### config.mk
export PLATFORM = sky130hd
export DESIGN_NAME = instr_encoder
export DESIGN_NICKNAME = d
export VERILOG_FILES = /design/src/rtl/instr_enc_pkg.sv /design/src/rtl/instr_field_pack.sv /design/src/rtl/instr_encoder.sv
export SDC_FILE = /design/constraint.sdc
export NUM_CORES = 1
export LEC_CHECK = 0
export ABC_CLOCK_PERIOD_IN_PS = 4100
export BUFFER_PORTS_ARGS = -buffer_cell sky130_fd_sc_hd__buf_2
export CAP_MARGIN = 20
export CORE_UTILIZATION = 55
export CTS_CLUSTER_SIZE = 28
export DETAILED_ROUTE_END_ITERATION = 6
export PLACE_DENSITY_LB_ADDON = 0.12
export SYNTH_ARGS = -nofsm -noshare
export SYNTH_HDL_FRONTEND = slang
export SYNTH_SLANG_ARGS = --single-unit
### constraint.sdc
create_clock -name clk -period 4.1 [get_ports clk]
set_input_delay 0.205 -clock clk [delete_from_list [all_inputs] [get_ports clk]]
set_output_delay 0.205 -clock clk [all_outputs]
set_load 0.02 [all_outputs]
### src/rtl/instr_enc_pkg.sv
// rtl/instr_enc_pkg.sv - op kind codes and MIPS opcode/funct constants shared by encoder and decoder
package instr_enc_pkg;

  localparam logic [4:0] OPK_NOP    = 5'd0;
  localparam logic [4:0] OPK_ADDU   = 5'd1;
  localparam logic [4:0] OPK_SUBU   = 5'd2;
  localparam logic [4:0] OPK_JR     = 5'd3;
  localparam logic [4:0] OPK_ORI    = 5'd4;
  localparam logic [4:0] OPK_LUI    = 5'd5;
  localparam logic [4:0] OPK_LW     = 5'd6;
  localparam logic [4:0] OPK_LH     = 5'd7;
  localparam logic [4:0] OPK_LB     = 5'd8;
  localparam logic [4:0] OPK_SW     = 5'd9;
  localparam logic [4:0] OPK_SH     = 5'd10;
  localparam logic [4:0] OPK_SB     = 5'd11;
  localparam logic [4:0] OPK_BEQ    = 5'd12;
  localparam logic [4:0] OPK_BLTZAL = 5'd13;
  localparam logic [4:0] OPK_J      = 5'd14;
  localparam logic [4:0] OPK_JAL    = 5'd15;
  localparam logic [4:0] OPK_LI     = 5'd16;

  localparam logic [5:0] OP_SPECIAL = 6'h00;
  localparam logic [5:0] OP_REGIMM  = 6'h01;
  localparam logic [5:0] OP_J       = 6'h02;
  localparam logic [5:0] OP_JAL     = 6'h03;
  localparam logic [5:0] OP_BEQ     = 6'h04;
  localparam logic [5:0] OP_ORI     = 6'h0D;
  localparam logic [5:0] OP_LUI     = 6'h0F;
  localparam logic [5:0] OP_LB      = 6'h20;
  localparam logic [5:0] OP_LH      = 6'h21;
  localparam logic [5:0] OP_LW      = 6'h23;
  localparam logic [5:0] OP_SB      = 6'h28;
  localparam logic [5:0] OP_SH      = 6'h29;
  localparam logic [5:0] OP_SW      = 6'h2B;

  localparam logic [5:0] FN_JR      = 6'h08;
  localparam logic [5:0] FN_ADDU    = 6'h21;
  localparam logic [5:0] FN_SUBU    = 6'h23;

  localparam logic [4:0] RT_BLTZAL  = 5'b10000;

  typedef enum logic {ST_IDLE, ST_LI2} enc_state_t;

  function automatic logic [31:0] i_word(input logic [5:0] op, input logic [4:0] rs,
                                         input logic [4:0] rt, input logic [15:0] imm);
    return {op, rs, rt, imm};
  endfunction

endpackage

### src/rtl/instr_field_pack.sv
// rtl/instr_field_pack.sv - combinational op kind + fields to machine word, with range and legality flags
module instr_field_pack
  import instr_enc_pkg::*;
(
  input  logic [4:0]  kind,
  input  logic [4:0]  rs,
  input  logic [4:0]  rt,
  input  logic [4:0]  rd,
  input  logic [31:0] imm,
  output logic [31:0] word,
  output logic        range_err,
  output logic        legal
);

  logic simm_ok;
  logic uimm_ok;
  logic align_ok;

  // Signed 16-bit fields require bits 31..15 to be a pure sign extension.
  assign simm_ok  = (imm[31:15] == 17'h00000) || (imm[31:15] == 17'h1FFFF);
  assign uimm_ok  = (imm[31:16] == 16'h0000);
  assign align_ok = (imm[1:0] == 2'b00);

  always_comb begin
    word      = 32'h0;
    range_err = 1'b0;
    legal     = 1'b1;
    case (kind)
      OPK_NOP:    word = 32'h0;
      OPK_ADDU:   word = {OP_SPECIAL, rs, rt, rd, 5'd0, FN_ADDU};
      OPK_SUBU:   word = {OP_SPECIAL, rs, rt, rd, 5'd0, FN_SUBU};
      OPK_JR:     word = {OP_SPECIAL, rs, 15'd0, FN_JR};
      OPK_ORI: begin
        word      = i_word(OP_ORI, rs, rt, imm[15:0]);
        range_err = !uimm_ok;
      end
      OPK_LUI: begin
        word      = i_word(OP_LUI, 5'd0, rt, imm[15:0]);
        range_err = !uimm_ok;
      end
      OPK_LW: begin
        word      = i_word(OP_LW, rs, rt, imm[15:0]);
        range_err = !simm_ok;
      end
      OPK_LH: begin
        word      = i_word(OP_LH, rs, rt, imm[15:0]);
        range_err = !simm_ok;
      end
      OPK_LB: begin
        word      = i_word(OP_LB, rs, rt, imm[15:0]);
        range_err = !simm_ok;
      end
      OPK_SW: begin
        word      = i_word(OP_SW, rs, rt, imm[15:0]);
        range_err = !simm_ok;
      end
      OPK_SH: begin
        word      = i_word(OP_SH, rs, rt, imm[15:0]);
        range_err = !simm_ok;
      end
      OPK_SB: begin
        word      = i_word(OP_SB, rs, rt, imm[15:0]);
        range_err = !simm_ok;
      end
      OPK_BEQ: begin
        word      = i_word(OP_BEQ, rs, rt, imm[15:0]);
        range_err = !simm_ok;
      end
      OPK_BLTZAL: begin
        word      = i_word(OP_REGIMM, rs, RT_BLTZAL, imm[15:0]);
        range_err = !simm_ok;
      end
      OPK_J: begin
        word      = {OP_J, imm[27:2]};
        range_err = !align_ok;
      end
      OPK_JAL: begin
        word      = {OP_JAL, imm[27:2]};
        range_err = !align_ok;
      end
      default:    legal = 1'b0;
    endcase
  end

endmodule

### src/rtl/instr_encoder.sv
// rtl/instr_encoder.sv - streams symbolic ops as MIPS words to an IM write port, expanding LI
module instr_encoder
  import instr_enc_pkg::*;
#(
  parameter logic [31:0] BASE_ADDR = 32'h0000_3000,
  parameter int          CNT_W     = 16
) (
  input  logic             clk,
  input  logic             reset_n,
  input  logic             op_valid,
  output logic             op_ready,
  input  logic [4:0]       op_kind,
  input  logic [4:0]       op_rs,
  input  logic [4:0]       op_rt,
  input  logic [4:0]       op_rd,
  input  logic [31:0]      op_imm,
  output logic             out_valid,
  input  logic             out_ready,
  output logic [31:0]      out_instr,
  output logic [31:0]      out_addr,
  output logic             err,
  output logic [CNT_W-1:0] word_cnt
);

  enc_state_t  state;
  logic [31:0] pend_instr;

  logic        is_li;
  logic        li_lo_only;
  logic        li_split;
  logic [31:0] li_second;
  logic [4:0]  pk_kind;
  logic [4:0]  pk_rs;
  logic [31:0] pk_imm;
  logic [31:0] pk_word;
  logic        range_err;
  logic        legal;
  logic        accept;
  logic        out_hs;

  // LI is rewritten into the ORI or LUI form before packing; a split LI parks its ORI half.
  assign is_li      = (op_kind == OPK_LI);
  assign li_lo_only = (op_imm[31:16] == 16'h0000);
  assign li_split   = is_li && !li_lo_only && (op_imm[15:0] != 16'h0000);
  assign li_second  = i_word(OP_ORI, op_rt, op_rt, op_imm[15:0]);

  assign pk_kind = !is_li ? op_kind : (li_lo_only ? OPK_ORI : OPK_LUI);
  assign pk_rs   = is_li ? 5'd0 : op_rs;
  assign pk_imm  = !is_li ? op_imm
                 : (li_lo_only ? {16'h0000, op_imm[15:0]} : {16'h0000, op_imm[31:16]});

  instr_field_pack u_pack (
    .kind      (pk_kind),
    .rs        (pk_rs),
    .rt        (op_rt),
    .rd        (op_rd),
    .imm       (pk_imm),
    .word      (pk_word),
    .range_err (range_err),
    .legal     (legal)
  );

  assign op_ready = reset_n && (state == ST_IDLE) && (!out_valid || out_ready);
  assign accept   = op_valid && op_ready;
  assign out_hs   = out_valid && out_ready;
  assign out_addr = BASE_ADDR + 32'({word_cnt, 2'b00});

  always_ff @(posedge clk or negedge reset_n) begin
    if (!reset_n) begin
      state      <= ST_IDLE;
      out_valid  <= 1'b0;
      out_instr  <= 32'h0;
      pend_instr <= 32'h0;
      err        <= 1'b0;
      word_cnt   <= '0;
    end else begin
      err <= 1'b0;
      if (out_hs) word_cnt <= word_cnt + CNT_W'(1);
      case (state)
        ST_IDLE: begin
          if (accept) begin
            err       <= range_err || !legal;
            out_valid <= legal;
            if (legal) out_instr <= pk_word;
            if (li_split) begin
              pend_instr <= li_second;
              state      <= ST_LI2;
            end
          end else if (out_hs) begin
            out_valid <= 1'b0;
          end
        end
        ST_LI2: begin
          // First LI word stays on the port until the sink takes it.
          if (out_hs) begin
            out_instr <= pend_instr;
            state     <= ST_IDLE;
          end
        end
        default: state <= ST_IDLE;
      endcase
    end
  end

endmodule

==> key figures <==
GRT
  – Vias in the first global route: 3628
  – Total track usage: 27.71%
  – Largest net degree at the start of global routing: 73
  – First-pass GRT wire length: 18300 um
  – Initial antenna violation count: 0
  – GRT overflow: 0

Clocking
  – Hold_buf cts: 0
  – CTS tree: done
  – Htree depth: 3
  – Clock-pin slew of the registers on the worst-case setup and hold paths: 0.08 ns
  – Clock Sinks: 72
  – Clk_lat worst skew: 0.36 ns
  – Clock root buffer: clkbuf_8
  – Postcts setup bufs: 0
  – Post_cts resized: 0
  – CTS Buffer Depth: 2
  – Total CTS buffers: 9

Run status
  – Status: completed

Setup path
  – CP required: 4.36 ns
  – Crit-path cells: nand3_1 -> nand2_2 -> nand2b_1 -> o31ai_2
  – CP Max Fanout: 38
  – CP peak stage delay: 1.05 ns
  – CP bufs+invs: 0
  – Crit path max-delay family: simple AND/OR/NAND/NOR gates
  – Arrival @ worst endpoint: 3.03 ns
  – CP Class: reg -> reg
  – CP Launch Type: flop
  – CP Capture Type: flop
  – Slowest CP cell: dfrtp_1

Floorplanning
  – Starting density of the core: 57.40%
  – Die area: 8514 um2
  – Die Span Y: 92.27 um
  – Site row count: 32
  – Die width: 92.27 um
  – IO Pins: 139
  – Core ar.: 7807 um2

Drt
  – Drt first-iter violations: 340
  – Routed wire length per instance: 17.41 um
  – # DRC: 0
  – Detailed Route WL: 11300 um
  – Via Count: 3869
  – Number of nets with antenna violations after routing: 0
  – Vias per cell: 5.961
  – Initial DRT Pass Iterations: 5

Synthesis
  – Top FF cell, synth: dfrtp_1
  – Post-synth ARST share: 100.0%
  – Cell variety after synth: 65
  – Register area share after synthesis: 40.20%
  – Synthesized area: 4482 um2
  – Post-synth EDFFs: 0
  – Top cells by area, synth: dfrtp_1, mux2_4, buf_4, nand2_1, a21oi_1
  – Area fraction of the dominant cell type after synthesis: 40.20%
  – Syn_area_per_cell: 10.05 um2
  – Area leader, netlist: dfrtp_1
  – Seq cells post-synth: 72
  – Synth warn: 0
  – Mapped Cells: 446

Timing
  – Endpoints failing hold: 0
  – FMAX: 361.1 MHz
  – Final worst-path cycle share: 67.54%
  – Worst-margin pin slew: 1.058 ns
  – Hold Slack: 0.09614 ns
  – Tmin final: 2.769 ns
  – RSZ-0062 raised after global routing: no
  – Final setup vio count: 0
  – Final clock skew: 0.01064 ns
  – Slew Viols, Final: 0
  – Fin Setup TNS: 0 ns
  – Slew HR: 29.45%

Finish
  – Fraction of layout cells with a size suffix above 1: 33.64%
  – Nets: 601
  – Number of inserted diodes: 0
  – Area grow syn2layout: 13.09%
  – Most common cell after layout, fill and taps aside: buf_2
  – Fin util: 64.92%
  – Most frequent cells in the layout: buf_2, dfrtp_1, nand2_1

Placement
  – Post-DP HPWL: 8054 um
  – Buffers on Ports: 122
  – Routability cong.: 0.8733

Pwr
  – VDD IR max: 0.2414 mV
  – Power Density: 400.7 nW/um2
  – Leak pwr: 2.505 nW

Worst hold path
  – Hold Path Class: in -> reg

Run
  – Max-cap violation count: 0
## where the power goes
part,leakage [nW],switching (mW),internal (mW)
combinational,1.48,0.345,0.220
clock,0.0952,0.277,0.280
sequential,0.930,0.0883,0.820
## stage by stage
stage | setup slack, ns | instance area (um2) | total power, mW | instances
detailed placement | 1.355 | 4857 | 1.485 | 632
finish | 1.331 | 5069 | 2.031 | 649
floorplan | 2.170 | 4538 | 1.315 | 461
CTS | 1.343 | 5054 | 2.046 | 648
global placement | 1.383 | 4857 | 1.473 | 632
global route | 1.018 | 5069 | 2.131 | 649
## routing by layer
metal	vias up	routed length, um	share of wire [%]	global-route usage [%]
met1	1863	4783	42	36.29
met5	-	0	0	0
met3	31	803	7.1	6.551
li1	1793	-	-	-
met4	0	331	2.9	13.02
met2	182	5383	48	43.35
## worst paths after layout
kind	endpoint	startpoint	slack, ns	cells past startpoint
hold / removal	pend_instr[24]$_DFFE_PN0P_	op_rt[3]	0.1	2
max in group asynchronous	out_instr[21]$_DFFE_PN0P_	reset_n	3.40	2
min in group asynchronous	pend_instr[1]$_DFFE_PN0P_	reset_n	0.11	2
setup / recovery	out_instr[8]$_DFFE_PN0P_	state$_DFF_PN0_	1.33	4
setup reg to reg	out_instr[8]$_DFFE_PN0P_	state$_DFF_PN0_	1.33	4
hold reg to reg	out_instr[26]$_DFFE_PN0P_	out_instr[26]$_DFFE_PN0P_	0.46	2
## logic make-up (layout without fill, tap and decap cells)
family          count (synthesis)  in the layout  share of synthesized area (%)
compound gates                117            117                          19.32
xor+xnor                       20             20                          3.908
fa+ha+maj                       3              3                         0.8376
buf+inv                        62            148                          10.27
flops                          72             72                          40.20
mux                            25             25                          7.789
other cells                     1             16                        0.08367
simple gates                  146            146                          17.59
## synth_stat cells, drive strengths merged (6+ instances only)
cell type	number
xnor2	15
a221oi	8
nand4	10
nand2	45
buf	50
inv	7
a21oi	29
o22a	10
nand3	9
nor4	11
a22oi	11
o21ai	18
nor2	34
mux2	25
nor3	6
dfrtp	72
and3	14
## flip-flops by register name, indices dropped and copies added (netlist names)
| signal | cells |
|---|---|
| out_instr | 31 |
| pend_instr | 22 |
| word_cnt | 16 |
| err | 1 |
| out_valid | 1 |
| state | 1 |
## area by class of cell
| type | count | area (um2) |
|---|---|---|
| fillers | 668 | 2739 |
| multi-input cells | 327 | 2276 |
| flip-flops and latches | 72 | 1802 |
| repair buffers | 125 | 640.6 |
| well taps | 102 | 127.6 |
| clock buffers | 9 | 123.9 |
| clock inverters | 7 | 72.57 |
| inverters | 7 | 26.28 |
Note: power is estimated with default switching activity, not from simulation.
